===== src/rtl/catch_pkg.sv =====
// Shared types and defaults for the capture-attempt judge.
// Also used by the LFSR that later drives wild-encounter randomness.
package catch_pkg;

    typedef enum logic [1:0] {
        S_IDLE   = 2'd0,
        S_SHAKE  = 2'd1,
        S_PAUSE  = 2'd2,
        S_RESULT = 2'd3
    } catch_state_e;

    // Fibonacci taps 16, 14, 13, 11 as bit positions 15, 13, 12, 10
    localparam logic [15:0] LFSR_TAPS = 16'hB400;

    localparam int          DEF_SHAKE_FRAMES = 16;
    localparam int          DEF_NUM_SHAKES   = 3;
    localparam logic [15:0] DEF_LFSR_SEED    = 16'hACE1;

endpackage


===== src/rtl/lfsr16.sv =====
// Free-running 16-bit Fibonacci LFSR, one step per clock.
// Shifts left with the tap parity entering at bit 0.
module lfsr16 import catch_pkg::*; #(
    parameter logic [15:0] SEED = DEF_LFSR_SEED
) (
    input  logic        clk,
    input  logic        rst_n,
    output logic [15:0] q
);

    always_ff @(posedge clk or negedge rst_n) begin
        if (!rst_n) begin
            q <= SEED;
        end else begin
            q <= {q[14:0], ^(q & LFSR_TAPS)};
        end
    end

endmodule


===== src/rtl/catch_judge.sv =====
// Capture-attempt judge: frame-timed ball shakes with an LFSR draw per shake,
// then a held catch/escape result until the game FSM acknowledges it.
module catch_judge import catch_pkg::*; #(
    parameter int          SHAKE_FRAMES = DEF_SHAKE_FRAMES,
    parameter int          NUM_SHAKES   = DEF_NUM_SHAKES,
    parameter logic [15:0] LFSR_SEED    = DEF_LFSR_SEED
) (
    input  logic       i_clk,
    input  logic       i_rst_n,
    input  logic       i_refresh,
    input  logic       i_collision_done,
    input  logic [7:0] i_catch_rate,
    input  logic       i_ack,
    output logic       o_busy,
    output logic       o_shake_left,
    output logic       o_shake_right,
    output logic [1:0] o_shake_idx,
    output logic       o_result_valid,
    output logic       o_caught
);

    localparam int             FW         = $clog2(SHAKE_FRAMES);
    localparam logic [FW-1:0]  LAST_FRAME = FW'(SHAKE_FRAMES - 1);
    localparam logic [FW-1:0]  HALF_FRAME = FW'(SHAKE_FRAMES / 2);
    localparam logic [1:0]     LAST_SHAKE = 2'(NUM_SHAKES - 1);

    catch_state_e  state_q;
    logic [FW-1:0] frame_q;
    logic [1:0]    idx_q;
    logic [7:0]    sample_q;
    logic          caught_q;
    logic          cd_q;
    logic          cd_qq;
    logic [15:0]   lfsr;
    logic          unused_lfsr_hi;
    logic          cd_rise;
    logic          frame_end;
    logic          shake_pass;

    lfsr16 #(.SEED(LFSR_SEED)) u_lfsr (
        .clk   (i_clk),
        .rst_n (i_rst_n),
        .q     (lfsr)
    );

    assign unused_lfsr_hi = ^lfsr[15:8];
    assign cd_rise        = cd_q & ~cd_qq;
    assign frame_end      = i_refresh && (frame_q == LAST_FRAME);
    assign shake_pass     = (sample_q < i_catch_rate) || (i_catch_rate == 8'hFF);

    always_ff @(posedge i_clk or negedge i_rst_n) begin
        if (!i_rst_n) begin
            state_q  <= S_IDLE;
            frame_q  <= '0;
            idx_q    <= '0;
            sample_q <= '0;
            caught_q <= 1'b0;
            cd_q     <= 1'b0;
            cd_qq    <= 1'b0;
        end else begin
            cd_q  <= i_collision_done;
            cd_qq <= cd_q;
            unique case (state_q)
                S_IDLE: begin
                    if (cd_rise) begin
                        state_q  <= S_SHAKE;
                        frame_q  <= '0;
                        idx_q    <= '0;
                        sample_q <= lfsr[7:0];
                    end
                end
                S_SHAKE: begin
                    if (frame_end) begin
                        frame_q <= '0;
                        if (!shake_pass) begin
                            state_q  <= S_RESULT;
                            caught_q <= 1'b0;
                        end else if (idx_q == LAST_SHAKE) begin
                            state_q  <= S_RESULT;
                            caught_q <= 1'b1;
                        end else begin
                            state_q <= S_PAUSE;
                        end
                    end else if (i_refresh) begin
                        frame_q <= frame_q + 1'b1;
                    end
                end
                S_PAUSE: begin
                    if (frame_end) begin
                        state_q  <= S_SHAKE;
                        frame_q  <= '0;
                        idx_q    <= idx_q + 1'b1;
                        sample_q <= lfsr[7:0];
                    end else if (i_refresh) begin
                        frame_q <= frame_q + 1'b1;
                    end
                end
                S_RESULT: begin
                    if (i_ack) begin
                        state_q  <= S_IDLE;
                        caught_q <= 1'b0;
                        idx_q    <= '0;
                    end
                end
            endcase
        end
    end

    assign o_busy         = (state_q != S_IDLE);
    assign o_shake_left   = (state_q == S_SHAKE) && (frame_q <  HALF_FRAME);
    assign o_shake_right  = (state_q == S_SHAKE) && (frame_q >= HALF_FRAME);
    assign o_shake_idx    = idx_q;
    assign o_result_valid = (state_q == S_RESULT);
    assign o_caught       = caught_q;

endmodule


===== config.mk =====
export PLATFORM = sky130hd
export DESIGN_NAME = catch_judge
export DESIGN_NICKNAME = d
export VERILOG_FILES = /design/src/rtl/catch_pkg.sv /design/src/rtl/lfsr16.sv /design/src/rtl/catch_judge.sv
export SDC_FILE = /design/constraint.sdc
export NUM_CORES = 1
export LEC_CHECK = 0
export ABC_AREA = 1
export BUFFER_PORTS_ARGS = -buffer_cell sky130_fd_sc_hd__buf_2
export CAP_MARGIN = 20
export CORE_MARGIN = 5
export CORE_UTILIZATION = 38
export DETAILED_ROUTE_END_ITERATION = 7
export PLACE_DENSITY_LB_ADDON = 0.1
export SLEW_MARGIN = 20
export SYNTH_ARGS = -nofsm -noshare
export SYNTH_HDL_FRONTEND = slang
export SYNTH_SLANG_ARGS = --single-unit

===== constraint.sdc =====
create_clock -name i_clk -period 3.85 [get_ports i_clk]
set_clock_uncertainty 0.1 [all_clocks]
set_input_delay 0.5775 -clock i_clk [delete_from_list [all_inputs] [get_ports i_clk]]
set_output_delay 0.5775 -clock i_clk [all_outputs]
set_load 0.02 [all_outputs]

Word-level counts from Yosys, hierarchy flattened
Index checks and enable logic that the tools add are counted.
{ "word_totals": {"register_bits": 35, "out_inout_bits": 7, "elab_cells": 66} }
{ "op_classes": {"add_sub_neg": 2, "n_lt_le_gt_ge": 3, "eq_ne": 12, "n_mux": 22, "bitwise_logic": 2, "n_reduce_logical": 17} }
{ "op_table": {"columns": ["operator", "count"], "rows": [
  ["2-to-1 mux 8 bit", 2],
  ["one-hot mux 8 bit (2 select lines)", 1],
  ["XOR reduction 16 bit", 1],
  ["2-to-1 mux 2 bit", 6],
  ["2-to-1 mux 4 bit", 3],
  ["AND reduction 4 bit", 3],
  ["== test 8 bit (second input constant)", 1],
  ["< comparator 8 bit", 1],
  ["!= test 2 bit (second input constant)", 4],
  ["one-hot mux 2 bit (4 select lines)", 1],
  ["one-hot mux 4 bit (2 select lines)", 1],
  ["nonzero test 2 bit", 4],
  ["== test 2 bit (second input constant)", 3],
  ["2-to-1 mux 1 bit", 6],
  ["one-hot mux 2 bit (3 select lines)", 1],
  ["AND reduction 3 bit", 2],
  ["adder 4 x 1 -> 4 bit (second input constant)", 1],
  ["== test 4 bit (second input constant)", 1],
  ["greater-or-equal comparator 4 bit (second input constant)", 1],
  ["< comparator 4 bit (second input constant)", 1],
  ["logical AND 1 bit", 3],
  ["!= test 3 x 1 -> 1 bit (second input constant)", 1],
  ["!= test 3 bit (second input constant)", 1],
  ["nonzero test 3 bit", 1],
  ["8 further kinds", 8]
]} }

Depth between registers and ports, before layout
{ "logic_depth": {"ltp_word": 5, "ltp_mapped": 13} }

Cells and area by module
Synthesis repeated with hierarchy kept, for this count alone.
{ "hier_totals": {"hier_cells": 170, "area_unflattened_um2": 1654.1} }
{ "modules_own_cells": {"columns": ["mod", "instances", "cells_per_inst", "area_each_um2", "seq_area_each_um2"], "rows": [
  ["catch_judge", 1, 137, 1172.4, 475.5],
  ["lfsr16", 1, 33, 481.7, 410.4]
]} }

Worst setup path before layout
OpenSTA, ideal clock, no wires.
{ "synth_path": {"path_type": "reg2out", "startpoint": "register state_q[1]", "endpoint": "output o_shake_left", "arrival_ns": 1.020, "path_slack_ns": 2.152, "path_stages_with_launch": 5, "cell_sequence": "dfrtp_1 > inv_1 > ha_1 > inv_1 > nor2_1"} }
{ "synth_between": {"elab_chain_len": 2} }
{ "synth_rtl": {"columns": ["item", "line", "rtl"], "rows": [
  ["start, declared", "catch_judge.sv:27", "catch_state_e state_q;"],
  ["start signal, assigned", "catch_judge.sv:53", "state_q <= S_IDLE;"],
  ["start signal, assigned", "catch_judge.sv:66", "state_q <= S_SHAKE;"],
  ["start signal, assigned", "catch_judge.sv:76", "state_q <= S_RESULT;"],
  ["== test 2 x 1 -> 1 bit", "catch_judge.sv:110", "assign o_shake_left = (state_q == S_SHAKE) && (frame_q < HALF_FRAME);"],
  ["logical AND 1 bit", "catch_judge.sv:110", null],
  ["end, declared", "catch_judge.sv:15", "output logic o_shake_left,"]
]} }
Every way passes these cells.

Worst setup path after layout
Ends and elaborated chain as after synthesis.

==> results.ini <==
[critical_path]
path_class=reg2out
crit_slowest_cell=dfrtp_1
slowest_delay_ns=0.41
crit_top_cell=inv_1
worst-path-buf-inv=3
end_kind=output port
cp-start-kind=flip-flop
worstPathRequired_ns=3.17
cp_top_family=flip-flops
crit_chain=inv_1, ha_1, inv_1, nor2_1, buf_2
crit_start=state_q[1]
crit_fanout=5
critPathArrivalTime_ns=1.36
r2r-start=state_q[0]

[yosys]
synthesis.area_um2=1640
yosysSeqAreaShare_pct=54.1
ys_ff_latch=35
postSynthAreaPerCell_um2=9.92
netlist_instances=165
synth_nets=193
yosysWarnings=0
synth.distinct_cells=22

[route]
dr.pass1.iters=4
wirelength_um=2780
vias=1102
top_layer_used=met4
wl_met2_um=1210
antenna_left=0
dr.first_iter.drc_count=34
wl_met1_um=1350
wl_per_cell_um=11.5
wl_met3_um=174
via_per_inst=4.57
drc_errors=0

[layout]
regArea_um2=886
final_common_cell=nand2_1
final_cell_mix=nand2_1 (36), inv_1 (31), dfrtp_1 (27)
drive_gt1_share_pct=24.6
final_util_pct=46.5
fin_nets=218
diodes=0
multi_input_area_um2=623
area_delta_synth_final_pct=16.1
nFillCells=405

[clocking]
cts_setup_buffers=0
clkSlewWorstSetupHoldPaths_ns=0.07
hold_buffers=0
insertion_delay_ns=0.28
cts_tree=yes
clockBufferDepth=2
cts_resized=0
cts_htree_levels=2
cts_buffers=5
clock-sinks=35
root_buffer=clkbuf_8

[sta]
period_share_pct=53.0
period_minus_slack_ns=2.04
slew_violations=0
max_slew_margin_pct=48.1
whs_ns=0.255
hold_violations=0
tns_ns=0
tightestPinTransition_ns=0.778
finalSetupViolCount=0
rsz0062_at_grt=no
fmax_mhz=490

[grt]
grt.overflow.total=0
grtUsageTotal_pct=11.7
grt_max_degree=36
grt_pass1_wl_um=4910
grt_pass1_vias=1074
antenna_found_initial=0

[flow_run]
maxCapViolations=0

[die]
die_area_um2=5720
die_h_um=75.6
core.rowCount=23
initial_core_util_pct=40.0
fp.dieW_um=75.6
ios=20
core-area_um2=4090

[placed_design]
numPortBuffers=19
gp_routability_congestion=0.770
hpwl_um=2110

[pwr]
p_leak_nw=0.992
ir_worst_vdd_uv=347
powerDensity_nw_per_um2=635

[run_status]
outcome=finished, final reports clean

[min_path]
hp-class=in2async

## per-stage QoR
stage          worst slack (ns)  std cells  power [mW]  instance area [um2]
6_report                   1.81        241        1.21                 1900
5_1_grt                    1.67        241        1.30                 1900
4_1_cts                    1.79        241        1.22                 1900
3_5_place_dp               1.95        233       0.875                 1780
3_3_place_gp               2.01        233       0.865                 1780
2_1_floorplan              2.15        165       0.782                 1640
## routing by layer
layer  GRT usage, %  up-vias
met5              0        -
met4           5.24        0
met3           3.96        5
met2           17.8       23
met1           15.2      508
li1               -      566
## kinds of logic after synthesis
family,after synthesis,synth area share (%)
fa+ha+maj,15,11.5
simple gates,52,13.4
xor+xnor,5,2.68
compound gates,26,10.6
flops,35,54.1
buf+inv,32,7.80
## cell type report
cell class | count | area share (%)
well taps | 50 | 3.29
inverters | 31 | 6.12
clock inverters | 2 | 1.84
multi-input cells | 98 | 32.8
flip-flops and latches | 35 | 46.6
clock buffers | 6 | 4.34
repair buffers | 19 | 5.00
## synthesized netlist by cell type, drive strengths merged
cell type	instances	area (um2)
nand2	36	135
inv	31	116
dfrtp	27	676
o21ai	16	110
ha	15	188
a21oi	8	47.6
dfstp	8	210
nor2	7	28.8
nand3	5	25.0
xnor2	3	26.3
nand4	2	18.8
xor2	2	17.5
buf	1	11.3
nor3	1	5.00
nor4	1	6.26
o21a	1	7.51
o31ai	1	7.51
## registers in the layout, indices dropped and copies added, names as in the netlist
signal / cells
cd_q: 1
cd_qq: 1
frame_q: 4
o_caught: 1
o_shake_idx: 2
sample_q: 8
state_q: 2
u_lfsr.q: 16
## final timing paths
| check | to | slack [ns] | cells past startpoint |
|---|---|---|---|
| max | o_shake_left | 1.81 | 5 |
| min | o_caught | 0.26 | 1 |
| min reg2reg | u_lfsr.q[10] | 0.26 | 0 |
| max reg2reg | frame_q[3] | 1.96 | 7 |
| min in group i_clk | u_lfsr.q[10] | 0.26 | 0 |
| max in group asynchronous | state_q[0] | 2.92 | 1 |
## power breakdown
group	internal [mW]	switching, mW
Combinational	0.134	0.281
Clock	0.209	0.132
Sequential	0.413	0.0370
(Power assumes the default switching activity.)
